===== src/rtl/fec_rx_deframer.sv =====
// fec_rx_deframer: serial FEC frame collector feeding a block decoder.
// Captures data, row parity and column parity bits, then hands off.
module fec_rx_deframer #(
  parameter int WIDTH = 4,
  parameter int DEPTH = 4
) (
  input  logic                         clk,
  input  logic                         rst_n,
  input  logic                         rx_bit,
  input  logic                         rx_valid,
  input  logic                         rx_sof,
  output logic [WIDTH-1:0][DEPTH-1:0]  data_out,
  output logic [DEPTH-1:0]             row_parity_out,
  output logic [WIDTH-1:0]             col_parity_out,
  output logic                         dec_start,
  input  logic                         dec_done,
  output logic                         busy,
  output logic                         frame_err,
  output logic [7:0]                   frame_cnt
);

  localparam int WD = WIDTH * DEPTH;
  localparam int N  = WD + DEPTH + WIDTH;
  localparam int CW = $clog2(N);
  localparam logic [CW-1:0] LAST = CW'(N - 1);

  typedef enum logic [1:0] {
    IDLE,
    COLLECT,
    ISSUE,
    WAIT
  } state_t;

  state_t                     state_q;
  logic [CW-1:0]              cnt_q;
  logic [N-1:0]               shadow_q;
  logic [N-1:0]               full_d;
  logic [WIDTH-1:0][DEPTH-1:0] data_q;
  logic [DEPTH-1:0]           row_q;
  logic [WIDTH-1:0]           col_q;
  logic                       start_q;
  logic                       err_q;
  logic [7:0]                 cnt8_q;
  logic                       sof_v;
  logic                       bit_v;

  assign sof_v = rx_valid & rx_sof;
  assign bit_v = rx_valid & ~rx_sof;

  // Complete frame as it will look once the final bit lands.
  always_comb begin
    full_d         = shadow_q;
    full_d[N-1]    = rx_bit;
  end

  // Frame FSM with registered handoff outputs and error pulse.
  always_ff @(posedge clk) begin
    if (!rst_n) begin
      state_q  <= IDLE;
      cnt_q    <= '0;
      shadow_q <= '0;
      data_q   <= '0;
      row_q    <= '0;
      col_q    <= '0;
      start_q  <= 1'b0;
      err_q    <= 1'b0;
      cnt8_q   <= '0;
    end else begin
      start_q <= 1'b0;
      err_q   <= 1'b0;
      unique case (state_q)
        IDLE: begin
          if (sof_v) begin
            shadow_q[0] <= rx_bit;
            cnt_q       <= CW'(1);
            state_q     <= COLLECT;
          end
        end
        COLLECT: begin
          if (sof_v) begin
            err_q       <= 1'b1;
            shadow_q[0] <= rx_bit;
            cnt_q       <= CW'(1);
          end else if (bit_v) begin
            shadow_q[cnt_q] <= rx_bit;
            if (cnt_q == LAST) begin
              data_q  <= full_d[WD-1:0];
              row_q   <= full_d[WD +: DEPTH];
              col_q   <= full_d[WD+DEPTH +: WIDTH];
              start_q <= 1'b1;
              cnt8_q  <= cnt8_q + 8'd1;
              cnt_q   <= '0;
              state_q <= ISSUE;
            end else begin
              cnt_q <= cnt_q + CW'(1);
            end
          end
        end
        ISSUE: begin
          if (sof_v) err_q <= 1'b1;
          state_q <= dec_done ? IDLE : WAIT;
        end
        WAIT: begin
          if (sof_v) err_q <= 1'b1;
          if (dec_done) state_q <= IDLE;
        end
        default: state_q <= IDLE;
      endcase
    end
  end

  assign data_out       = data_q;
  assign row_parity_out = row_q;
  assign col_parity_out = col_q;
  assign dec_start      = start_q;
  assign frame_err      = err_q;
  assign frame_cnt      = cnt8_q;
  assign busy           = (state_q != IDLE);

endmodule


===== config.mk =====
export PLATFORM = sky130hd
export DESIGN_NAME = fec_rx_deframer
export DESIGN_NICKNAME = d
export VERILOG_FILES = /design/src/rtl/fec_rx_deframer.sv
export SDC_FILE = /design/constraint.sdc
export NUM_CORES = 1
export LEC_CHECK = 0
export ABC_AREA = 0
export CORE_MARGIN = 2
export CORE_UTILIZATION = 67
export CTS_CLUSTER_SIZE = 10
export DETAILED_ROUTE_END_ITERATION = 12
export DONT_BUFFER_PORTS = 1
export HOLD_SLACK_MARGIN = 0.06
export PLACE_DENSITY = 0.83
export SYNTH_ARGS = -nofsm -noshare
export SYNTH_HDL_FRONTEND = slang
export SYNTH_SLANG_ARGS = --single-unit
export TNS_END_PERCENT = 10

===== constraint.sdc =====
create_clock -name clk -period 3.5 [get_ports clk]
set_input_delay 0.875 -clock clk [delete_from_list [all_inputs] [get_ports clk]]
set_output_delay 0.875 -clock clk [all_outputs]
set_load 0.02 [all_outputs]

==> flow_metrics.tcl <==
set metrics [dict create \
    n_fill_cell 325 \
    cts_tree "built" \
    min-delay-start "shadow_q[9]$_SDFFE_PN0P_" \
    avgViaCountPerCell 5.77 \
    tightestPinTransition_ps 743 \
    row_count 23 \
    grt_pass1_wl_um 8380 \
    routabilityCongestion 0.816 \
    die_area_um2 4610 \
    clk_latency_ps 330 \
    drv_slew 0 \
    timing.final.crit_share_pct 58.3 \
    drive_above_1_share_pct 7.67 \
    start_kind "input port" \
    track_usage_pct 24.8 \
    synth_top_family_by_area "simple AND/OR/NAND/NOR gates" \
    reg2reg_slack_ps 1500 \
    syn-num-nets 330 \
    synth_edf_count 0 \
    finalInstanceArea_um2 2860 \
    post-cts-setup-buffer-count 0 \
    r2r-start "state_q[0]$_SDFFE_PN0P_" \
    grt_pass1_vias 1908 \
    placed_area_um2 2710 \
    syn_area_um2 2730 \
    synth-async-reset-ratio_pct 0 \
    ys.flop_type "dfxtp_1" \
    fp.dieW_um 67.9 \
    cp-end-kind "flop" \
    cp-startpoint "rx_sof" \
    clk_pin_slew_ps 60 \
    clock-root-buffer "clkbuf_8" \
    port_buffers 0 \
    setup_tns_ps 0 \
    io_pins 41 \
    grt_max_degree 35 \
    rsz0062_at_grt "no" \
    worstPathArrival_ps 2290 \
    htree_num_levels 3 \
    cts_resized 0 \
    seqCellArea_um2 1280 \
    ys_ff_latch 64 \
    diodes 0 \
    synth_top_cell_by_area "dfxtp_1" \
    relSlewSlack_pct 50.4 \
    finalCriticalPeriod_ps 2040 \
    vdd_drop_max_v 0.000307 \
    skew_ps 8.13 \
    power_leakage_nw 1.07 \
    status "complete, no violations" \
    drv_cap 0 \
    setup_viol 0 \
    ys_seq_area_share_pct 46.9 \
    path_max_fanout 26 \
    grt-ovfl-total 0 \
    first_pass_iters 5 \
    multi_input_area_um2 1330 \
    hold_viol_final 0 \
    start_util_pct 68.8 \
    wl_per_cell_um 14.1 \
    hold_path.class "reg -> reg" \
    netlist_instances 319 \
    drc 0 \
    core_area_um2 3970 \
    ys_types 45 \
    numCtsBuffers 9 \
    drtIter0Drc 112 \
    area_delta_synth_final_pct 4.71 \
    synth_compound_area_share_pct 11.3 \
    cts_buffer_depth 2 \
    synth_mux_area_share_pct 5.13 \
    synthTopCellsByArea "dfxtp_1 (47%), nand2_1 (10%), a21oi_1 (7.5%), mux2i_1 (5.1%), nand4_1 (2.7%)" \
    antenna_found_initial 0 \
    fmax_mhz 490 \
    cts_sinks 64 \
    synth-xor-area-share_pct 2.24 \
    avgSynthCellArea_um2 8.57 \
    antenna_left 0 \
    synthAdderAreaFrac_pct 2.29 \
    die_h_um 67.9 \
    pwr_density_cell_nw_per_um2 451 \
    yosys_warnings 0 \
    worstPathRequired_ps 3750 \
    vias 2096 \
    critical_path_class "in -> reg" \
    hold_buffers 0 \
    synth_top_cell_area_share_pct 46.9 \
    wl_um 5140 \
    dpl.hpwl_um 3440 \
    layout.nets 321 \
    synth_simple_gate_area_share_pct 27.7 \
]
## logic make-up (layout without fill, tap and decap cells)
group | after synthesis | in the layout
buf+inv | 25 | 19
xor+xnor | 7 | 7
simple gates | 147 | 147
flops | 64 | 64
fa+ha+maj | 5 | 5
mux | 14 | 14
compound gates | 57 | 57
## final timing paths
check | to | depth (start not counted)
worst min-delay path | data_out[9]$_SDFFE_PN0P_ | 2
worst max-delay path | data_out[3]$_SDFFE_PN0P_ | 4
worst min register to register | data_out[9]$_SDFFE_PN0P_ | 2
worst max register to register | data_out[3]$_SDFFE_PN0P_ | 4
## where the power goes
group,switching (W),internal (W)
Clock,0.000248,0.000268
Combinational,0.0000273,0.0000129
Sequential,0.00000405,0.000731
Total,0.000280,0.00101
## Yosys cell counts (5+ instances only)
master and number:
a21oi_1 41, nor2_1 17, xnor2_1 5, mux2i_1 14
nand4_1 12, nor2b_1 5, nand3_1 13, nand2_1 73
clkbuf_1 10, o21ai_0 8, nand2b_1 5, dfxtp_1 64
buf_2 5, ha_1 5
## cell usage in the layout, fill, tap and decap left out, drive strengths merged, types with 2 or more instances in the layout
cell type  count
a21oi         41
nor2b          5
nor3b          2
nand4         12
nand3         13
and2           2
nand2         74
mux2i         14
xor2           2
a211oi         2
nor3           2
nand4b         2
nor4           3
dfxtp         64
clkbuf        13
inv            4
nor2          18
xnor2          5
nand2b         5
o21ai          9
ha             5
## layer usage
layer / vias up / GRT usage, % / wire [µm]
met5: - / 0 / 0
met1: 963 / 30.3 / 2300
met4: 0 / 13.8 / 90
met2: 54 / 39.1 / 2450
met3: 6 / 7.40 / 301
li1: 1073 / - / -
## sequential cells by signal (all words and copies together), names as in the netlist
name / flops
data_out: 16
frame_cnt: 8
shadow_q: 23
col_parity_out: 4
row_parity_out: 4
frame_err: 1
dec_start: 1
state_q: 2
cnt_q: 5
## stage by stage
step	total power, W	setup WS (ps)	std cells	util, %	hold WS, ps
3_3_place_gp	0.000790	1180	349	68.2	443
3_5_place_dp	0.000791	1080	349	68.2	445
2_1_floorplan	0.000788	1530	319	-	426
5_1_grt	0.00134	1280	363	72.1	467
6_report	0.00129	1460	363	72.1	451
4_1_cts	0.00130	1440	363	72.1	457
## area by class of cell
type / count / share of cell area, %
multi-input cells: 230 / 46.5
flip-flops and latches: 64 / 44.8
clock buffers: 13 / 5.20
well taps: 50 / 2.19
repair buffers: 1 / 0.699
inverters: 4 / 0.524
clock inverters: 1 / 0.175
## critical path: stages
cell       delay, ps
nand4bb_1        490
nor2_4           650
nand2_1          120
a21oi_1          150
No activity file was read; power rests on OpenSTA's default activity.
